[src/rtl/freq_meter.sv]
// freq_meter: gated rising-edge counter reporting sig_in edges per GATE_CYCLES clk window
// Ports: clk, reset (async, active-high), sig_in (async input under measurement),
//   start (request, sampled in IDLE), busy (measurement in progress),
//   done (1-cycle pulse on result update), freq (edge count), overflow (count saturated)
// FREQ_METER_CONT_EN: when defined, gates repeat back-to-back after the first start
module freq_meter #(
  parameter int GATE_CYCLES = 50_000_000,
  parameter int CNT_W       = 16,
  parameter int GATE_W      = 26
) (
  input  logic             clk,
  input  logic             reset,
  input  logic             sig_in,
  input  logic             start,
  output logic             busy,
  output logic             done,
  output logic [CNT_W-1:0] freq,
  output logic             overflow
);
  typedef enum logic [1:0] {IDLE, MEAS, DONE} state_t;
  state_t state_q, state_d;
  logic [2:0] sync_q, sync_d;
  logic [CNT_W-1:0] edge_cnt_q, edge_cnt_d, freq_q, freq_d;
  logic [GATE_W-1:0] gate_cnt_q, gate_cnt_d;
  logic sat_q, sat_d, busy_q, busy_d, done_q, done_d, overflow_q, overflow_d;
  logic rise;
  // sync_q[1:0] is the 2-FF synchronizer, sync_q[2] the previous-value register
  assign sync_d = {sync_q[1:0], sig_in};
  assign rise = sync_q[1] & ~sync_q[2];
  always_comb begin
    state_d    = state_q;
    edge_cnt_d = edge_cnt_q;
    gate_cnt_d = gate_cnt_q;
    sat_d      = sat_q;
    busy_d     = busy_q;
    done_d     = 1'b0;
    freq_d     = freq_q;
    overflow_d = overflow_q;
    unique case (state_q)
      IDLE: if (start) begin
        state_d    = MEAS;
        edge_cnt_d = '0;
        gate_cnt_d = '0;
        sat_d      = 1'b0;
        busy_d     = 1'b1;
      end
      MEAS: begin
        gate_cnt_d = gate_cnt_q + 1'b1;
        // saturate instead of wrapping; the extra edge is remembered in sat
        if (rise) begin
          if (&edge_cnt_q) sat_d = 1'b1;
          else edge_cnt_d = edge_cnt_q + 1'b1;
        end
        if (gate_cnt_q == GATE_W'(GATE_CYCLES - 1)) state_d = DONE;
      end
      DONE: begin
        freq_d     = edge_cnt_q;
        overflow_d = sat_q;
        done_d     = 1'b1;
`ifdef FREQ_METER_CONT_EN
        state_d    = MEAS;
        edge_cnt_d = '0;
        gate_cnt_d = '0;
        sat_d      = 1'b0;
`else
        state_d    = IDLE;
        busy_d     = 1'b0;
`endif
      end
      default: state_d = IDLE;
    endcase
  end
  always_ff @(posedge clk or posedge reset) begin
    if (reset) begin
      state_q    <= IDLE;
      sync_q     <= '0;
      edge_cnt_q <= '0;
      gate_cnt_q <= '0;
      sat_q      <= 1'b0;
      busy_q     <= 1'b0;
      done_q     <= 1'b0;
      freq_q     <= '0;
      overflow_q <= 1'b0;
    end else begin
      state_q    <= state_d;
      sync_q     <= sync_d;
      edge_cnt_q <= edge_cnt_d;
      gate_cnt_q <= gate_cnt_d;
      sat_q      <= sat_d;
      busy_q     <= busy_d;
      done_q     <= done_d;
      freq_q     <= freq_d;
      overflow_q <= overflow_d;
    end
  end
  assign busy     = busy_q;
  assign done     = done_q;
  assign freq     = freq_q;
  assign overflow = overflow_q;
endmodule

[config.mk]
export PLATFORM = sky130hd
export DESIGN_NAME = freq_meter
export DESIGN_NICKNAME = d
export VERILOG_FILES = /design/src/rtl/freq_meter.sv
export SDC_FILE = /design/constraint.sdc
export NUM_CORES = 1
export LEC_CHECK = 0
export ABC_AREA = 1
export CAP_MARGIN = 20
export CORE_MARGIN = 2
export CORE_UTILIZATION = 40
export CTS_BUF_LIST = sky130_fd_sc_hd__clkbuf_8
export DETAILED_ROUTE_END_ITERATION = 7
export GPL_TIMING_DRIVEN = 0
export MAX_ROUTING_LAYER = met4
export PLACE_DENSITY = 0.65
export SLEW_MARGIN = 20
export SYNTH_ARGS = -nofsm -noshare
export SYNTH_HDL_FRONTEND = slang
export SYNTH_SLANG_ARGS = --single-unit
[constraint.sdc]
create_clock -name clk -period 3.2 [get_ports clk]
set_input_delay 0.48 -clock clk [delete_from_list [all_inputs] [get_ports clk]]
set_output_delay 0.48 -clock clk [all_outputs]
set_load 0.005 [all_outputs]
==> summary.md, run 1 <==
| Metric | Value |
|---|---|
| Net count of the finished layout | `530` |
| Number of placement rows | `34` |
| Final-layout fill cell count | `885` |
| Final max-slew violation count | `0` |
| # clock sinks | `67` |
| Run status | `completed` |
| Share of post-route cells with drive strength above 1 | `9.26%` |
| Final Hold Fails | `0` |
| Top area cells in the synthesized netlist | `dfrtp_1, nand2_1, nor2_1, inv_1, nand3_1` |
| Total detailed-routing wirelength | `8520 um` |
| Util after Layout | `47.9%` |
| Class of the most critical hold timing path | `flop to flop` |
| Initial antenna violation count | `0` |
| Non-Filler Cell Area, Final | `4200 um^2` |
| Worst slew slack as a fraction of its limit | `57.3%` |
| Wire length of the first global-routing pass | `14800 um` |
| Leakage Power | `1.98 nW` |
| Count of state elements after synthesis | `67` |
| Skew final | `0.00839 ns` |
| Remaining global-route overflow | `0` |
| Yosys warning count | `0` |
| Multi-input logic area | `1630 um^2` |
| Endpoint class of the critical path | `flop` |
| Average wire per cell in the routed design | `13.4 um` |
| Number of instances resized during post-cts repair | `0` |
| Buffer levels on the longest clock path | `2` |
| Core Footprint | `8760 um^2` |
| PortBufs | `22` |
| Number of H-tree levels | `3` |
| Number of synthesized flops with an enable pin | `0` |
| Data arrival time of the worst path | `2.08 ns` |
| Cell area after synthesis | `3620 um^2` |
| Register-to-register setup slack | `1.46 ns` |
| Starting DRT DRC Count | `172` |
| Root cell of the clock tree | `clkbuf_8` |
| RD Place Congestion | `0.897` |
| Sequential fraction of the synthesis area | `46.4%` |
| Clock-pin slew on the worst setup and hold paths | `0.07 ns` |
| Fmax | `543 MHz` |
| Number of buffers inserted for hold repair after clock tree synthesis | `0` |
| Share of flip-flops with an asynchronous set or reset after synthesis | `100%` |
| Worst setup path class | `input pin to flop` |
| Post-synthesis instance total | `490` |
| Largest voltage drop on the vdd net | `0.000313 V` |
| Synth top area share | `46.4%` |
| Largest net degree at the start of global routing | `37` |
| Die Footprint | `9820 um^2` |
| Sequential Area | `1680 um^2` |
| Endpoint required time on the critical path | `3.44 ns` |
| Unrepaired setup endpoints after global routing | `false` |
| TritonCTS buffer count | `9` |
| Post-detailed-route via-to-cell ratio | `5.07` |
| Number of search-and-repair iterations in the first detailed-routing pass | `4` |
| Number of setup buffers added after CTS | `0` |
| Net count after synthesis | `496` |
| Cell Pwr Density | `499 nW/um^2` |
| Sum of net half-perimeters after detailed placement | `6250 um` |
| Number of placed I/O pins | `23` |
| WHS Path Cells | `0` |
| Worst reg-to-reg path cell count | `11` |
| Top post-synthesis cells by count | `nand2_1, dfrtp_1, nor2_1` |
| Min Tclk post-route | `1.84 ns` |
| P&R area growth vs syn | `16.1%` |
| Count of unique library cells instantiated by Yosys | `31` |
| Via count | `3228` |
| Crit share post-route | `57.6%` |
| Placement-stage cell area | `4000 um^2` |
| Synth Area per Inst | `7.38 um^2` |
| Clock tree from TritonCTS | `built` |
| Total Negative Setup Slacks | `0 ns` |
| Starting density of the core | `41.3%` |
| Chip height | `99.1 um` |
| Width of the chip | `99.1 um` |
| Number of global-route vias before repair | `3104` |
| Worst-path maximum fanout | `10` |
| Final Power | `2.10 mW` |
| Final setup viols | `0` |
| Flip-flop cell with the highest count after synthesis | `dfrtp_1` |
| Number of antenna repair diodes | `0` |
| Transition time of the tightest slew-check pin | `0.640 ns` |
| Final ANT Viol Nets | `0` |
| Max-cap violations | `0` |
| Source-to-sink clock delay at the later pin of the worst-skew pair | `0.35 ns` |
| Minimum hold slack | `0.357 ns` |
| Top-count cell post-synth | `nand2_1` |
| Overall track demand over capacity in global routing | `19.5%` |
| Library cell with the largest summed area after synthesis | `dfrtp_1` |
| CP Launch Type | `input pin` |
| Remaining design rule violation count | `0` |
-- registers in the layout (all words and copies together) (netlist names) --
register    count
overflow        1
state_q         2
sat_q           1
busy            1
gate_cnt_q     26
edge_cnt_q     16
freq           16
done            1
sync_q          3
-- cells by family after synthesis --
logic type               after synthesis  share of synthesized area (%)
AND/OR/NAND/NOR                      285                           33.7
buffers and inverters                 71                           8.61
flip-flops                            67                           46.4
AO/OA/AOI/OAI                         62                           9.89
XOR/XNOR                               3                          0.727
adder cells (fa/ha/maj)                2                          0.692
-- power by group --
| part | internal, mW | switching [mW] | leakage [nW] | total [mW] |
|---|---|---|---|---|
| Clock | 0.398 | 0.332 | 0.110 | 0.731 |
| Combinational | 0.125 | 0.197 | 0.993 | 0.322 |
| Sequential | 0.938 | 0.105 | 0.881 | 1.04 |
| Total | 1.46 | 0.634 | 1.98 | 2.10 |
-- stage by stage --
stage	worst slack [ns]	instances
2_1_floorplan	1.04	490
3_3_place_gp	-0.162	620
3_5_place_dp	0.958	621
4_1_cts	1.35	637
5_1_grt	1.22	637
6_report	1.36	637
-- final timing paths --
| path | from | to |
|---|---|---|
| min reg2reg | sync_q[0] | sync_q[1] |
| max | start | edge_cnt_q[4] |
| max in group asynchronous | reset | freq[8] |
| max reg2reg | edge_cnt_q[0] | edge_cnt_q[3] |
| min | sync_q[0] | sync_q[1] |
| min in group asynchronous | reset | freq[0] |
-- cell usage in the layout, fill, tap and decap left out, drive strengths merged, types with 2 or more instances in the layout --
cell and instances:
o21ai 47, o211ai 2, and2 2, nand2 155, clkbuf 17, xor2 3, dfrtp 67, buf 5
nand3 43, nor3 7, clkinv 3, a21oi 11, ha 2, clkdlybuf4s50 22, nor2 66, nand4 9
inv 61
-- critical path: stages --
cell,delay (ns)
clkdlybuf4s50_1,0.54
nand3_1,0.37
nand2_2,0.21
nand2_2,0.07
buf_6,0.14
buf_12,0.15
nand2_1,0.07
o21ai_2,0.05
-- metal layers --
layer  global-route usage, %  routed length, um  vias up
met5                       -                  0        -
met4                    7.48                187        0
met3                    4.85                461       16
met2                    31.5               4190       77
met1                    23.7               3670     1506
li1                        -                  -     1629
-- final cells by class --
type	instances	area share [%]
inverters	60	5.42
clock buffers	11	3.61
well taps	108	3.22
plain buffers	11	2.06
clock inverters	5	1.25
flip-flops and latches	67	39.9
repair buffers	23	5.72
multi-input cells	352	38.8
No activity file was read; power rests on OpenSTA's default activity.
==> run 2: changes to the inputs <==
--- a/config.mk
+++ b/config.mk
@@ -13,7 +13,7 @@
 export DETAILED_ROUTE_END_ITERATION = 7
 export GPL_TIMING_DRIVEN = 0
 export MAX_ROUTING_LAYER = met4
-export PLACE_DENSITY = 0.65
+export PLACE_DENSITY = 0.67
 export SLEW_MARGIN = 20
 export SYNTH_ARGS = -nofsm -noshare
 export SYNTH_HDL_FRONTEND = slang
==> constraint.sdc (replaced) <==
create_clock -name clk -period 1.55 [get_ports clk]
set_input_delay 0.2325 -clock clk [delete_from_list [all_inputs] [get_ports clk]]
set_output_delay 0.2325 -clock clk [all_outputs]
set_load 0.005 [all_outputs]
==> summary.md, run 2 (synthesis results as in run 1) <==
| Metric | Value |
|---|---|
| Final Hold Fails | `0 (unchanged)` |
| Cell Pwr Density | `967 nW/um^2 (+94%)` |
| Critical Path Start | `edge_cnt_q[1]` |
| Number of search-and-repair iterations in the first detailed-routing pass | `5 (+1)` |
| RD Place Congestion | `0.943 (+5.0%)` |
| Post-route non-filler standard cell count | `663 (+4.1%)` |
| Fmax | `617 MHz` |
| Clk pwr share | `31.7% (-3.2 points)` |
| Sw Share | `31.6% (+1.3 points)` |
| Endpoint class of the critical path | `flop` |
| PortBufs | `22 (unchanged)` |
| Number of H-tree levels | `3 (unchanged)` |
| Leakage Power | `2.17 nW (+9.5%)` |
| Endpoint required time on the critical path | `1.83 ns (-1.61 ns)` |
| Root cell of the clock tree | `clkbuf_8` |
| Most common cell after layout, fill and taps aside | `nand2_1` |
| Max-cap violations | `0 (unchanged)` |
| Net count of the finished layout | `556 (+4.9%)` |
| Remaining global-route overflow | `0 (unchanged)` |
| Wire length of the first global-routing pass | `15100 um (+2.2%)` |
| Post-detailed-route via-to-cell ratio | `5.08 (+0.33%)` |
| Final setup viols | `16 (+16)` |
| Unrepaired setup endpoints after global routing | `true` |
| Number of placed I/O pins | `23 (unchanged)` |
| Buffer levels on the longest clock path | `2 (unchanged)` |
| Source-to-sink clock delay at the later pin of the worst-skew pair | `0.35 ns (about the same)` |
| Run status | `complete, but fails checks` |
| Via count | `3371 (+4.4%)` |
| Sequential group share of total power | `48.4% (-1.4 points)` |
| Clock-pin slew on the worst setup and hold paths | `0.08 ns (about the same)` |
| Internal power component | `3.07 mW (+110%)` |
| Number of global-route vias before repair | `3279 (+5.6%)` |
| Share of post-route cells with drive strength above 1 | `21.6% (+12 points)` |
| Skew final | `0.00920 ns (+0.000806 ns)` |
| Initial antenna violation count | `0 (unchanged)` |
| P&R area growth vs syn | `28.1%` |
| Worst setup path class | `flop to flop` |
| TritonCTS buffer count | `9 (unchanged)` |
| Worst slew slack as a fraction of its limit | `72.4% (+15 points)` |
| Die Footprint | `9820 um^2 (unchanged)` |
| Class of the most critical hold timing path | `input pin to async pin` |
| M1 WL | `3820 um (+3.8%)` |
| Worst r2r src | `edge_cnt_q[1]` |
| Starting DRT DRC Count | `138 (-20%)` |
| Number of buffers inserted for hold repair after clock tree synthesis | `0 (unchanged)` |
| Final-layout fill cell count | `789 (-11%)` |
| # clock sinks | `67 (unchanged)` |
| Min Tclk post-route | `1.62 ns` |
| Number of placement rows | `34 (unchanged)` |
| Crit share post-route | `105%` |
| Worst-path maximum fanout | `6 (-4)` |
| Clock tree from TritonCTS | `built` |
| Total detailed-routing wirelength | `9010 um (+5.8%)` |
| Sum of net half-perimeters after detailed placement | `6090 um (-2.6%)` |
| Largest net degree at the start of global routing | `32 (-14%)` |
| Part of the total power dissipated in combinational logic | `19.9% (+4.5 points)` |
| Highest routed metal layer | `met4` |
| Average wire per cell in the routed design | `13.6 um (+1.6%)` |
| Flip-flop count of the largest register, all copies and words added | `26 (unchanged)` |
| Data arrival time of the worst path | `1.90 ns (-0.18 ns)` |
| DP Cell Count | `622 (+0.16%)` |
| Commonest non-fill, non-tap cells in the layout | `nand2_1, dfrtp_1, inv_1` |
| Remaining design rule violation count | `0 (unchanged)` |
| Transition time of the tightest slew-check pin | `0.413 ns (-0.227 ns)` |
| Final ANT Viol Nets | `0 (unchanged)` |
| Chip height | `99.1 um (unchanged)` |
| CP Launch Type | `flop` |
| Starting density of the core | `41.3% (unchanged)` |
| Largest register by flop count | `gate_cnt_q` |
| Switching component of the power | `1.42 mW (+120%)` |
| Routed length on met3 | `298 um (-35%)` |
| Number of antenna repair diodes | `0 (unchanged)` |
| Largest voltage drop on the vdd net | `0.000758 V (+140%)` |
| Core Footprint | `8760 um^2 (unchanged)` |
| Final max-slew violation count | `0 (unchanged)` |
| Width of the chip | `99.1 um (unchanged)` |
| Failing checks | `negative setup slack` |
| Routed wire length on met2 | `4710 um (+12%)` |
| Setup slack of the critical path after layout | `-0.0720 ns (-1.43 ns)` |
| Overall track demand over capacity in global routing | `19.7% (+0.14 points)` |
| Placement Setup Slack | `-0.387 ns (-1.35 ns)` |
[run 2: cell count changes in the layout (fill, tap and decap cells not counted), moves of 7 or more]
cell	delta
o21ai_0	-7
nor2_1	-10
nand2_4	+8
nand2_1	-13
nor2_2	+7
buf_4	+22
[run 2: what timing repair did]
item | CTS | global route
buffers inserted | 10 | 14
cloned | 1 | 0
hold endpoints to repair | 0 | 0
pin swaps | 3 | 7
resized for setup | 27 | 43
setup endpoints to repair | 45 | 48
[run 2: through the flow]
stage / power, mW / TNS (ns) / cell area [um^2] / util (%) / hold slack [ns]
after global placement: 2.81 / -26.37 / 3980 / 45.4 / 0.336
after floorplan: 2.67 / 0 / 3620 / - / 0.264
final: 4.48 / -1.00 / 4630 / 52.9 / 0.216
after global routing: 4.70 / -2.64 / 4630 / 52.9 / 0.259
after CTS: 4.36 / -0.449 / 4410 / 50.3 / 0.221
after detailed placement: 2.85 / -11.00 / 4020 / 45.9 / 0.354
[run 2: path summary, 6_finish.rpt]
path                                 end  slack (ns)  depth (start not counted)
min                            sync_q[0]        0.22                          2
min in group clk               sync_q[0]        0.34                          1
min reg2reg                    sync_q[1]        0.37                          0
max                        edge_cnt_q[9]       -0.07                         12
max reg2reg                edge_cnt_q[9]       -0.07                         12
max in group asynchronous  edge_cnt_q[6]        0.67                          4
[run 2: cell type report]
class | instances | area [um^2] | area share [%]
Buffer | 11 | 91.3 | 1.97
Clock buffer | 9 | 124 | 2.67
Clock inverter | 7 | 61.3 | 1.32
Inverter | 60 | 229 | 4.94
Multi-Input combinational cell | 352 | 1810 | 39.0
Sequential cell | 67 | 1680 | 36.3
Tap cell | 108 | 135 | 2.92
Timing Repair Buffer | 49 | 500 | 10.8
[run 2: power groups by stage]
stage	clock (mW)	combinational (mW)	sequential (mW)
finish	1.42	0.892	2.17
global route	1.50	1.00	2.20
global placement	0	0.641	2.17
detailed placement	0	0.680	2.17
floorplan	0	0.544	2.13
CTS	1.43	0.782	2.14
[run 2: layer usage]
layer	global-route usage (%)	vias up
met2	32.7	66
li1	-	1680
met5	-	-
met3	3.87	21
met1	23.3	1604
met4	8.22	0
[run 2: worst max-delay path, stage by stage, from the launching register on]
cell     delay [ns]
dfrtp_1        0.36
ha_2           0.19
nand2_2        0.08
nor2_4         0.13
nand2_4        0.07
nor2_4         0.13
nand3_2        0.07
nand2_2        0.08
buf_6          0.10
buf_12         0.11
buf_12         0.13
nand2_4        0.05
o21ai_2        0.05
==> run 3: changes to the inputs <==
--- a/config.mk
+++ b/config.mk
@@ -7,7 +7,6 @@
 export LEC_CHECK = 0
 export ABC_AREA = 1
 export CAP_MARGIN = 20
-export CORE_MARGIN = 2
 export CORE_UTILIZATION = 40
 export CTS_BUF_LIST = sky130_fd_sc_hd__clkbuf_8
 export DETAILED_ROUTE_END_ITERATION = 7
==> summary.md, run 3 (synthesis results as in run 1) <==
| Metric | Value |
|---|---|
| Max-cap violations | `0 (unchanged)` |
| Final setup viols | `16 (unchanged)` |
| Via count | `3332 (-1.2%)` |
| Unrepaired setup endpoints after global routing | `true` |
| Number of placed I/O pins | `23 (unchanged)` |
| Number of buffers inserted for hold repair after clock tree synthesis | `0 (unchanged)` |
| Data arrival time of the worst path | `1.94 ns (+0.04 ns)` |
| Width of the chip | `97.1 um (-2.0%)` |
| DP Cell Count | `622 (unchanged)` |
| Switching component of the power | `1.49 mW (+5.4%)` |
| Minimum hold slack | `0.123 ns (-0.0928 ns)` |
| Placement Setup Slack | `-0.383 ns (+0.00400 ns)` |
| Post-detailed-route via-to-cell ratio | `5.02 (-1.3%)` |
| Endpoint required time on the critical path | `1.82 ns (about the same)` |
| Maximum cell stage delay along the critical path | `0.40 ns (+0.04 ns)` |
| Fmax | `600 MHz (-2.7%)` |
| Wire length of the first global-routing pass | `15300 um (+1.1%)` |
| Starting DRT DRC Count | `114 (-17%)` |
| Final ANT Viol Nets | `0 (unchanged)` |
| Remaining design rule violation count | `0 (unchanged)` |
| Slowest CP cell | `dfrtp_1` |
| Sequential group share of total power | `44.4% (-4.0 points)` |
| Largest voltage drop on the vdd net | `0.000753 V (-0.64%)` |
| Buffer levels on the longest clock path | `2 (unchanged)` |
| Total Negative Setup Slacks | `-1.20 ns (-0.198 ns)` |
| Cell-by-cell trace of the critical path | `ha_4 -> nand2_4 -> nor2_4 -> nand2_4 -> nor2_4 -> nand3_2 -> nand2_2 -> buf_6 -> buf_12 -> buf_4 -> nand2_1 -> o21ai_1` |
| Internal power component | `3.41 mW (+11%)` |
| Average wire per cell in the routed design | `13.5 um (-0.34%)` |
| Failing checks | `negative setup slack` |
| Final Hold Fails | `0 (unchanged)` |
| Crit share post-route | `108% (+2.9 points)` |
| Post-route non-filler standard cell count | `664 (+0.15%)` |
| Source-to-sink clock delay at the later pin of the worst-skew pair | `0.35 ns (about the same)` |
| Endpoint class of the critical path | `flop` |
| Number of search-and-repair iterations in the first detailed-routing pass | `4 (-1)` |
| PortBufs | `22 (unchanged)` |
| Number of placement rows | `34 (unchanged)` |
| Clk pwr share | `35.3% (+3.6 points)` |
| Worst setup path class | `flop to flop` |
| Clock tree from TritonCTS | `built` |
| Overall track demand over capacity in global routing | `20.6% (+0.99 points)` |
| Worst slew slack as a fraction of its limit | `72.6% (+0.16 points)` |
| Skew final | `0.0105 ns (+0.00135 ns)` |
| Initial antenna violation count | `0 (unchanged)` |
| Largest register by flop count | `gate_cnt_q` |
| Commonest non-fill, non-tap cells in the layout | `nand2_1, dfrtp_1, inv_1, nor2_1, nand3_1` |
| Cell Pwr Density | `1050 nW/um^2 (+8.0%)` |
| Part of the total power dissipated in combinational logic | `20.3% (+0.4 points)` |
| P&R area growth vs syn | `29.7%` |
| Share of post-route cells with drive strength above 1 | `20.7% (-0.94 points)` |
| Run status | `complete, but fails checks` |
| Root cell of the clock tree | `clkbuf_8` |
| Number of global-route vias before repair | `3310 (+0.95%)` |
| Number of antenna repair diodes | `0 (unchanged)` |
| Largest net degree at the start of global routing | `35 (+9.4%)` |
| Final max-slew violation count | `0 (unchanged)` |
| Core Footprint | `8720 um^2 (-0.49%)` |
| Chip height | `97.1 um (-2.0%)` |
| Worst-path maximum fanout | `4 (-2)` |
| Sum of net half-perimeters after detailed placement | `6080 um (-0.25%)` |
| Clock-pin slew on the worst setup and hold paths | `0.08 ns (about the same)` |
| # clock sinks | `67 (unchanged)` |
| RD Place Congestion | `0.921 (-2.3%)` |
| Class of the most critical hold timing path | `input pin to async pin` |
| Starting density of the core | `41.5% (+0.20 points)` |
| Flip-flop count of the largest register, all copies and words added | `26 (unchanged)` |
| Total detailed-routing wirelength | `8990 um (-0.19%)` |
| Setup slack of the critical path after layout | `-0.117 ns (-0.0446 ns)` |
| Leakage Power | `2.19 nW (+1.1%)` |
| Net count of the finished layout | `557 (+0.18%)` |
| TritonCTS buffer count | `9 (unchanged)` |
| CP Launch Type | `flop` |
| Number of H-tree levels | `3 (unchanged)` |
| Transition time of the tightest slew-check pin | `0.411 ns (-0.00179 ns)` |
| Die Footprint | `9430 um^2 (-4.0%)` |
| Remaining global-route overflow | `0 (unchanged)` |
| Min Tclk post-route | `1.67 ns (+0.0446 ns)` |
| Sw Share | `30.5% (-1.1 points)` |
| Most common cell after layout, fill and taps aside | `nand2_1` |
## run 3: area by class of cell
type / instances / area (um^2)
well taps: 108 / 135
flip-flops and latches: 67 / 1680
repair buffers: 50 / 518
clock buffers: 11 / 151
plain buffers: 11 / 91.3
multi-input cells: 352 / 1800
clock inverters: 5 / 83.8
fillers: 823 / 4030
inverters: 60 / 231
## run 3: routing by layer
layer	share of wire [%]	track usage, %	up-vias
met5	0	-	-
met4	2.2	8.15	0
met3	2.9	3.45	21
li1	-	-	1682
met2	51	34.7	62
met1	44	24.7	1567
## run 3: power by group through the flow
stage          Combinational, mW  Sequential, mW  Clock (mW)
2_1_floorplan              0.544            2.13           0
3_3_place_gp               0.641            2.17           0
3_5_place_dp               0.675            2.17           0
4_1_cts                    0.810            2.15        1.76
5_1_grt                     1.12            2.21        1.84
6_report                   0.997            2.18        1.73
## run 3: per-stage QoR
step	utilization, %	cell area [um^2]	total power, mW
after floorplan	-	3620	2.67
after global placement	45.6	3980	2.81
after detailed placement	46.1	4020	2.85
after CTS	51.6	4500	4.72
after global routing	53.8	4690	5.16
final	53.8	4690	4.90
## run 3: worst paths after layout
check | start | to | slack [ns] | depth (start not counted)
worst max register to register | edge_cnt_q[0] | edge_cnt_q[10] | -0.12 | 12
min in group clk | sig_in | sync_q[0] | 0.32 | 1
max in group asynchronous | reset | edge_cnt_q[2] | 1.02 | 3
worst min-delay path | reset | freq[13] | 0.12 | 2
worst max-delay path | edge_cnt_q[0] | edge_cnt_q[10] | -0.12 | 12
worst min register to register | sync_q[0] | sync_q[1] | 0.36 | 0
## run 3: worst max-delay path, delay by kind of cell, from the launching register on
kind / cells / cell delay (ns)
DFF: 1 / 0.40
and+or+nand+nor: 7 / 0.61
buffers and inverters: 3 / 0.32
adders and majority gates: 1 / 0.17
AOI/OAI and AO/OA: 1 / 0.09
## run 3: what timing repair did
| item | CTS | global route |
|---|---|---|
| setup endpoints to repair | 43 | 35 |
| gates resized for setup | 28 | 36 |
| buffers inserted | 13 | 13 |
| cloned | 1 | 0 |
| endpoints found under the hold margin | 0 | 0 |
| pin swaps | 2 | 9 |
